--- config.mk ---
export PLATFORM = sky130hd
export DESIGN_NAME = mem_arbiter
export DESIGN_NICKNAME = d
export VERILOG_FILES = /design/src/rtl/mem_arbiter.sv
export SDC_FILE = /design/constraint.sdc
export NUM_CORES = 1
export LEC_CHECK = 0
export ABC_AREA = 1
export CORE_ASPECT_RATIO = 1.2
export CORE_UTILIZATION = 33
export DETAILED_ROUTE_END_ITERATION = 7
export GPL_TIMING_DRIVEN = 0
export PLACE_DENSITY = 0.88
export SLEW_MARGIN = 25
export SYNTH_ARGS = -nofsm -noshare
export SYNTH_HDL_FRONTEND = slang
export SYNTH_SLANG_ARGS = --single-unit
--- constraint.sdc ---
create_clock -name clk -period 4 [get_ports clk]
set_input_delay 0.8 -clock clk [delete_from_list [all_inputs] [get_ports clk]]
set_output_delay 0.8 -clock clk [all_outputs]
set_load 0.05 [all_outputs]
--- src/rtl/mem_arbiter.sv ---
// Three-requester arbiter onto one shared single-port RAM.
// Round-robin grants, with an optional burst lock that keeps the RAM with one requester.
module mem_arbiter #(
  parameter int AW = 24,
  parameter int DW = 16
) (
  input  logic            clk,
  input  logic            rst_n,
  input  logic [2:0]      req,
  input  logic [2:0]      we,
  input  logic [2:0]      lock,
  input  logic [3*AW-1:0] addr_i,
  input  logic [3*DW-1:0] wdata_i,
  output logic [2:0]      gnt,
  output logic [2:0]      rvalid,
  output logic [DW-1:0]   rdata,
  output logic [AW-1:0]   mem_addr,
  output logic            mem_wren,
  output logic [DW-1:0]   mem_wrdata,
  input  logic [DW-1:0]   mem_rddata,
  output logic            busy
);

  typedef enum logic {ARB, LOCKED} state_t;

  state_t     state_q, state_d;
  logic [1:0] p_q, p_d;
  logic [1:0] o_q, o_d;
  logic [2:0] rvalid_q;
  logic [2:0] gnt_c;
  logic [1:0] gidx;
  logic [1:0] cand;
  logic       found;

  function automatic logic [1:0] inc3(input logic [1:0] v);
    return (v == 2'd2) ? 2'd0 : v + 2'd1;
  endfunction

  always_comb begin
    state_d = state_q;
    p_d     = p_q;
    o_d     = o_q;
    gnt_c   = 3'b000;
    gidx    = 2'd0;
    cand    = p_q;
    found   = 1'b0;
    if (state_q == ARB) begin
      for (int k = 0; k < 3; k++) begin
        if (!found && req[cand]) begin
          found = 1'b1;
          gidx  = cand;
        end
        cand = inc3(cand);
      end
      if (found) begin
        gnt_c = 3'b001 << gidx;
        if (lock[gidx]) begin
          o_d     = gidx;
          state_d = LOCKED;
        end else begin
          p_d = inc3(gidx);
        end
      end
    end else begin
      // Only the owner is looked at; everyone else stalls until it releases.
      gidx = o_q;
      if (req[o_q]) begin
        gnt_c = 3'b001 << o_q;
        if (!lock[o_q]) begin
          state_d = ARB;
          p_d     = inc3(o_q);
        end
      end
    end
    // Grants must not reach the RAM while reset is asserted.
    if (!rst_n) gnt_c = 3'b000;
  end

  always_ff @(posedge clk or negedge rst_n) begin
    if (!rst_n) begin
      state_q  <= ARB;
      p_q      <= 2'd0;
      o_q      <= 2'd0;
      rvalid_q <= 3'b000;
    end else begin
      state_q  <= state_d;
      p_q      <= p_d;
      o_q      <= o_d;
      rvalid_q <= gnt_c & ~we;
    end
  end

  always_comb begin
    mem_addr   = '0;
    mem_wrdata = '0;
    mem_wren   = 1'b0;
    if (|gnt_c) begin
      mem_wren = we[gidx];
      case (gidx)
        2'd0:    begin mem_addr = addr_i[0*AW +: AW]; mem_wrdata = wdata_i[0*DW +: DW]; end
        2'd1:    begin mem_addr = addr_i[1*AW +: AW]; mem_wrdata = wdata_i[1*DW +: DW]; end
        default: begin mem_addr = addr_i[2*AW +: AW]; mem_wrdata = wdata_i[2*DW +: DW]; end
      endcase
    end
  end

  assign gnt    = gnt_c;
  assign rvalid = rvalid_q;
  assign rdata  = mem_rddata;
  assign busy   = (state_q == LOCKED) | (|gnt_c);

endmodule

==> results of run 1 <==
## worst reg2reg max path: cells and delay by family (launching register included)
family                 cells  cell delay [ns]
buffers and inverters      5             0.59
DFF                        1             0.35
and+or+nand+nor           10             0.97
## power breakdown
group	leakage, nW	internal, W	switching, W
Combinational	2.12	0.00118	0.00267
Sequential	0.104	0.000110	0.0000291
Clock	0.0216	0.0000649	0.0000286
## kinds of logic (layout without fill, tap and decap cells)
kind of cell / after synthesis / count (layout) / share of synthesized area (%)
AOI/OAI and AO/OA: 7 / 7 / 2.15
buffers and inverters: 104 / 301 / 23.1
and+or+nand+nor: 322 / 322 / 65.4
DFF: 8 / 8 / 9.30
## state kept, by name, summed over array words and instances (netlist names)
name / flops
rvalid: 3
o_q: 2
p_q: 2
state_q: 1
## Yosys cell counts, drive strengths merged
cell	n
nand3	59
nand2	128
nand4	6
buf	32
nor2	127
o21ai	4
o211ai	1
dfrtp	8
clkbuf	5
o2111ai	1
nor3	2
clkinv	1
inv	66
o22ai	1
## routing by layer
| metal | global-route usage [%] | vias to the layer above |
|---|---|---|
| met5 | 0 | - |
| met4 | 8.18 | 2 |
| met3 | 6.03 | 20 |
| met2 | 49.4 | 162 |
| met1 | 26.6 | 1502 |
| li1 | - | 1702 |
## layout make-up
type | count | area, um2
flip-flops and latches | 8 | 200
plain buffers | 37 | 273
repair buffers | 194 | 1840
well taps | 82 | 103
fillers | 565 | 1990
clock buffers | 3 | 41.3
inverters | 67 | 251
multi-input cells | 329 | 1470
## worst max path at each step
stage                      to    from
6_report         mem_addr[16]  req[1]
4_1_cts        mem_wrdata[14]  req[2]
5_1_grt          mem_addr[16]  req[1]
3_3_place_gp     mem_addr[14]  req[2]
3_5_place_dp     mem_addr[15]  req[2]
2_1_floorplan     mem_addr[0]  req[1]
## timing repair
action	4_1_cts	5_1_grt
gates resized for setup	156	125
endpoints found under the setup margin	43	43
pin swaps	0	1
## metrics by stage
stage | setup TNS, ns | setup WS (ns)
after global routing | 0 | 0.00114
final | 0 | 0.160
after detailed placement | -19.74 | -0.595
after CTS | -0.00504 | -0.00504
after floorplan | 0 | 0.677
after global placement | -17.45 | -0.527
==> summary by stage, run 1 <==
Setup path
The critical path capture point type is an output port. The largest individual stage delay along the critical path comes from the cell sky130_fd_sc_hd__clkdlybuf4s50_1. The data required time of the worst path is 3.20 ns. STA puts the critical path data arrival time at between 3 and 4 ns.

The startpoint of the worst-slack reg-to-reg timing path is p_q[1]. On the critical path the largest part of the delay comes from buffers and inverters. In this design, the critical path's most frequently occurring cell is sky130_fd_sc_hd__nor2_2. In this run the critical register-to-register path is captured at p_q[0]. In this design, the stage delay of the slowest critical-path cell is 0.50 ns. The number of cell instances on the worst register-to-register path is 15. The type of the worst setup path is in2out.

The internal reg-to-reg setup slack is 1.98 ns. Of all nets on the critical path, the largest fanout is 10. The number of buffers and inverters on the critical path is 5. The signal on the critical path passes through clkdlybuf4s50_1 -> inv_1 -> nor2_2 -> nor2_4 -> nand3_2 -> nand4_1 -> o21ai_1 -> nand2_2 -> buf_6 -> buf_6 -> nor2_2 -> nor2_1 -> nor2_2 -> clkbuf_4. In this run the number of cells on the critical path is 14. STA classifies the critical path startpoint as a primary input.

Final layout
The final layout contains slightly below 800 nets. The antenna diode instance count is 0. The final core utilization is about two thirds. The fraction of layout cells with a size suffix above 1 is 18.8%. In the layout the commonest cells are 150 x sky130_fd_sc_hd__clkdlybuf4s50_1, 122 x sky130_fd_sc_hd__nand2_1, 104 x sky130_fd_sc_hd__nor2_1, 60 x sky130_fd_sc_hd__inv_1, 54 x sky130_fd_sc_hd__nand3_1. Leaving out filler cells and counting taps, the final layout contains 720. The area added between synthesis and finish is 94.1%. The finished cells cover 4180 um2. The most common library cell in the layout ignoring fill and taps is sky130_fd_sc_hd__clkdlybuf4s50_1.

Synthesis
The total nets after synthesis is between 500 and 600. The total standard cell area after synthesis is between 2000 and 2500 um2. Synthesis inferred 8 register bits. Yosys attributes the largest share of cell area to sky130_fd_sc_hd__nand2_1 21%, sky130_fd_sc_hd__nor2_1 18%, sky130_fd_sc_hd__nand3_1 13%. Summing the sequential cell areas from Yosys gives 9.30% of the chip area. The average size of a mapped cell is around 4.9 um2. The number of different library cells used by synthesis comes to 24. Summed over all instances, the cell type with the most area after synthesis is sky130_fd_sc_hd__nand2_1. Yosys printed 0 warnings.

Of the post-synthesis cell area, the dominant cell type holds 21.3%. The cell count after synthesis is roughly 440.

Route
Summed over all layers, the routed wires come to 8930 um. Wire segments on met2 add up to 4690 um in the final route. The post-detailed-route DRC marker count is 0.

In this run the top signal layer used is met5. In this run the remaining antenna-violating nets after routing total 0. The number of vias per cell after detailed routing is 4.71. The detailed router put a total of between 3000 and 4000 um of wire on met1.

In the final routed layout, each cell accounts on average for about 12 um. The count of routing violations after the opening detailed-route iteration is 187. The total vias in the final route is 3,388. The pre-antenna-repair detailed-routing pass consisted of 4 iterations. The routed length on met3 is 821 um.

Clock network
The total number of clock tree sinks is 8. TritonCTS built the clock tree. The clock-pin slew on the worst setup and hold paths is 0.04 ns.

The maximum number of buffers from clock root to sink is 2. Clock latency on the worst-skew pair, taken at its later pin, is 0.22 ns. The number of H-tree levels is 1.

Once the clock tree was built, the setup fixing pass inserted 0 buffers. The number of CTS-inserted buffers is 3. The clock tree root buffer cell is sky130_fd_sc_hd__clkbuf_8. After clock tree synthesis, the flow added hold-fix buffers numbering 0.

STA
After layout, the worst path uses a little over nine tenths of the clock period. The clock period minus worst slack is 3.84 ns. The number of hold violations in the final report is 0.

The number of pins with negative max-slew slack in the final report is 0. The relative slew slack is 63.2%. Final hold analysis gives a worst-case slack of 0.665 ns.

The setup-violating endpoint count in the final report is 0. On the final layout, the worst clock skew is approximately 0.0012 ns. The transition time of the tightest slew-check pin is 0.551 ns.

The maximum clock frequency is 260 MHz. Setup repair after global routing left no endpoint under its margin.

Die
The core footprint is 6170 um2. From left edge to right edge, the die measures approximately 76 um. Once the floorplan was initialized, standard cells occupied approximately a third of the core. The die area is 6850 um2. The floorplan has 31 rows. The die is 90.5 um tall. The top-level port count is 211.

Global routing
The via count of the first global-routing pass was between 3,000 and 4,000. The number of antenna violations at the first check in global routing came to 1. The global-route wire length before repair is 14,000 um. The pin count of the biggest net entering global routing is 12.

Summed over all layers, the global routing overflow is 0. The aggregate global-route resource usage is 26.0%.

Placement
Input and output buffers added on the ports amount to 194. Including well taps, the total number of placed cells is 717. The congestion estimate from routability-driven global placement came to between 0.8 and 0.9. The HPWL reported at the end of detailed placement is 7310 um. The total cell area at the placement stage is 4200 um2.

Status
The run finished with clean final reports.

Power
The power density over the cells is 978 nW/um2. Summed over all cells, the static leakage comes to between 2 and 2.5 nW. IR analysis of the VDD net gives a maximum drop of 549 uV. The total power draw is just over 0.004 W.

Worst hold path
The startpoint of the most critical hold path is o_q[1]. The end point of the most critical hold path is o_q[1]. The hold-critical path depth is 2. The tightest min-delay check is of the reg2reg type.

Flow run
The max-capacitance violation count is 0.
Note: power is estimated with default switching activity, not from simulation.
==> inputs of run 2 (changes only) <==
CORE_MARGIN = 2   (was not set)
CTS_CLUSTER_SIZE = 24   (was not set)
SLEW_MARGIN = not set   (was 25)
==> run 2 against run 1 <==
Against the previous run: sequential share of layout area is essentially flat; die area increased by 4.9%; routed wire length grew 2.1%; count of clock-buffer cells in the layout is the same.
==> summary by stage, run 2 (synthesis results as in run 1) <==
Die
The die area was 7190 um2 (was 6850 um2). The initial standard-cell utilization of the core is 33.8% (was 34.9%). The top-level port count is 211 (unchanged). The core footprint came to 6370 um2 (was 6170 um2). The number of placement rows is 32 (was 31). The floorplan die height is 92.5 um (was 90.5 um). The die width is 77.7 um (was 75.7 um).

Power
The worst vdd rail ir drop was 691 uV (was 549 uV). The leakage component of the power was 2.25 nW (about the same). The power density over the cells was 973 nW/um2 (was 978 nW/um2).

Setup path
The critical path capture point type is an output port (unchanged). The data arrival time at the worst-slack endpoint is 3.08 ns (was 3.04 ns). The critical path startpoint category is a primary input (unchanged). The type of the worst setup path is in2out (unchanged). The peak fanout along the critical path was 10 (unchanged). The data required time of the worst path is 3.20 ns (about the same).

Clock network
The number of setup buffers added after CTS is 0 (unchanged). The number of CTS-inserted buffers is 3 (unchanged). The number of hold-repair buffers added at the cts stage is 0 (unchanged).

The maximum number of buffers from clock root to sink is 2 (unchanged). The clock tree root buffer cell is sky130_fd_sc_hd__clkbuf_8 (unchanged). The number of H-tree levels is 1 (unchanged). The clock-pin slew on the worst setup and hold paths is 0.04 ns (about the same). The TritonCTS clock tree is built (unchanged). The total number of clock tree sinks is 8 (unchanged). The clock network latency to the later pin of the worst-skew pair is 0.22 ns (about the same).

Global routing
The aggregate global-route resource usage is 24.1% (was 26.0%). The global-route wire length before repair came to 14,300 um (was 14,000 um). The number of antenna violations at the first check in global routing is 0 (was 1). The pin count of the biggest net entering global routing is 12 (unchanged).

The via count of the first global-routing pass is 3,308 (was 3,223). The total overflow reported by the global router came to 0 (unchanged).

STA
The post-route clock period utilization is 97.0% (was 96.0%). Setup repair after global routing missed its margin: yes (was no). The transition time of the tightest slew-check pin came to 0.516 ns (was 0.551 ns). The number of pins with negative max-slew slack in the final report came to 0 (unchanged). The clock period minus worst slack is 3.88 ns (was 3.84 ns). The worst-case setup margin in the final layout was 0.121 ns (was 0.160 ns). The worst clock skew is 0.00164 ns (was 0.00118 ns). The maximum clock frequency is 258 MHz (was 260 MHz). The relative slew slack came to 65.5% (was 63.2%).

The setup-violating endpoint count in the final report is 0 (unchanged). The number of hold violations in the final report is 0 (unchanged).

Placement
The quantity of I/O buffers inserted on ports is 194 (unchanged). The HPWL reported at the end of detailed placement is 7450 um (was 7310 um). The final estimated routing congestion in global placement is 0.943 (was 0.846). The pre-CTS setup slack is -0.594 ns (was -0.595 ns). The number of instances in the placed design is 720 (was 717).

Route
The post-detailed-route DRC marker count is 0 (unchanged). The first-pass detailed-route iteration total was 4 (unchanged). The number of vias per cell after detailed routing is 4.64 (was 4.71). The total vias in the final route came to 3,355 (was 3,388). The count of routing violations after the opening detailed-route iteration is 223 (was 187). The number of nets still failing antenna checks after routing came to 0 (unchanged). The final wirelength came to 9110 um (was 8930 um). The detail-routed net length per standard cell came to 12.6 um (was 12.4 um).

Worst hold path
The classification of the worst-slack hold path is reg2reg (unchanged).

Final layout
Most frequent cells in the layout: 150 x sky130_fd_sc_hd__clkdlybuf4s50_1, 122 x sky130_fd_sc_hd__nand2_1, 105 x sky130_fd_sc_hd__nor2_1, 60 x sky130_fd_sc_hd__inv_1, 54 x sky130_fd_sc_hd__nand3_1 (was 150 x sky130_fd_sc_hd__clkdlybuf4s50_1, 122 x sky130_fd_sc_hd__nand2_1, 104 x sky130_fd_sc_hd__nor2_1, 60 x sky130_fd_sc_hd__inv_1, 54 x sky130_fd_sc_hd__nand3_1). The most common library cell in the layout ignoring fill and taps is sky130_fd_sc_hd__clkdlybuf4s50_1 (unchanged). The post-layout net count came to 787 (unchanged). The antenna diode instance count is 0 (unchanged).

The fraction of layout cells with a size suffix above 1 is 18.5% (was 18.8%). The area added between synthesis and finish is 92.3% (was 94.1%). The final cell count without fillers is 723 (was 720).

The number of flip-flops in the largest register is 3 (unchanged).

Flow run
The max-capacitance violation count is 0 (unchanged).

Status
Outcome: completed (unchanged).
## run 2: cell count changes in the layout (fill, tap and decap cells not counted), moves of 2 or more
| cell | previous run | this run |
|---|---|---|
| sky130_fd_sc_hd__buf_2 | 14 | 28 |
| sky130_fd_sc_hd__clkdlybuf4s18_2 | 0 | 2 |
| sky130_fd_sc_hd__clkbuf_4 | 19 | 8 |
| sky130_fd_sc_hd__buf_4 | 31 | 26 |
## run 2: worst max-delay path, cell delays in order
cell and delay, ns:
sky130_fd_sc_hd__clkdlybuf4s50_1 0.49, sky130_fd_sc_hd__inv_1 0.11, sky130_fd_sc_hd__nand2_1 0.07, sky130_fd_sc_hd__nand2_1 0.07, sky130_fd_sc_hd__nor2_2 0.13, sky130_fd_sc_hd__nand3_1 0.08, sky130_fd_sc_hd__nand2_1 0.07, sky130_fd_sc_hd__nand2_2 0.07
sky130_fd_sc_hd__nand2_4 0.11, sky130_fd_sc_hd__clkbuf_1 0.35, sky130_fd_sc_hd__nand3_1 0.12, sky130_fd_sc_hd__nand3_1 0.10, sky130_fd_sc_hd__nand2_1 0.06, sky130_fd_sc_hd__inv_1 0.06, sky130_fd_sc_hd__clkdlybuf4s18_2 0.36
## run 2: final timing paths
check / from / end / slack, ns / cells after the start
min in group asynchronous: rst_n / rvalid[2] / 0.90 / 1
max: req[1] / mem_addr[4] / 0.12 / 15
max reg2reg: p_q[1] / p_q[0] / 1.97 / 15
max in group asynchronous: rst_n / o_q[1] / 2.79 / 1
min: p_q[1] / p_q[1] / 0.68 / 3
min reg2reg: p_q[1] / p_q[1] / 0.68 / 3
## run 2: metrics by stage
stage / utilization, % / hold slack [ns] / area (um2) / setup TNS (ns) / total power (W)
2_1_floorplan: - / 0.504 / 2150 / 0 / 0.00289
3_3_place_gp: 66.0 / 0.646 / 4200 / -17.92 / 0.00402
3_5_place_dp: 66.0 / 0.656 / 4200 / -19.92 / 0.00407
4_1_cts: 66.6 / 0.674 / 4240 / -0.00377 / 0.00405
5_1_grt: 65.0 / 0.703 / 4140 / -0.483 / 0.00436
6_report: 65.0 / 0.676 / 4140 / 0 / 0.00403
## run 2: area by class of cell
| type | count | area (um2) |
|---|---|---|
| Sequential cell | 8 | 200 |
| Timing Repair Buffer | 194 | 1820 |
| Tap cell | 85 | 106 |
| Fill cell | 587 | 2230 |
| Buffer | 37 | 260 |
| Multi-Input combinational cell | 329 | 1460 |
| Clock buffer | 3 | 41.3 |
| Inverter | 67 | 251 |
## run 2: repair_timing
| item | 4_1_cts | 5_1_grt |
|---|---|---|
| endpoints found under the setup margin | 43 | 43 |
| resized for setup | 148 | 108 |
| pin swaps | 0 | 1 |
## run 2: power by group
group	total [W]	switching [W]	internal, W	leakage (nW)
combinational	0.00379	0.00267	0.00113	2.12
clock	0.0000945	0.0000295	0.0000650	0.0216
sequential	0.000140	0.0000298	0.000110	0.104
total	0.00403	0.00272	0.00130	2.25
## run 2: per-layer routing
layer / up-vias / routed length, um / GRT usage, %
met2: 170 / 4780 / 48.1
met4: 0 / 229 / 6.55
met1: 1462 / 3320 / 25.3
li1: 1705 / - / -
met5: - / 0 / 0
met3: 18 / 785 / 4.48
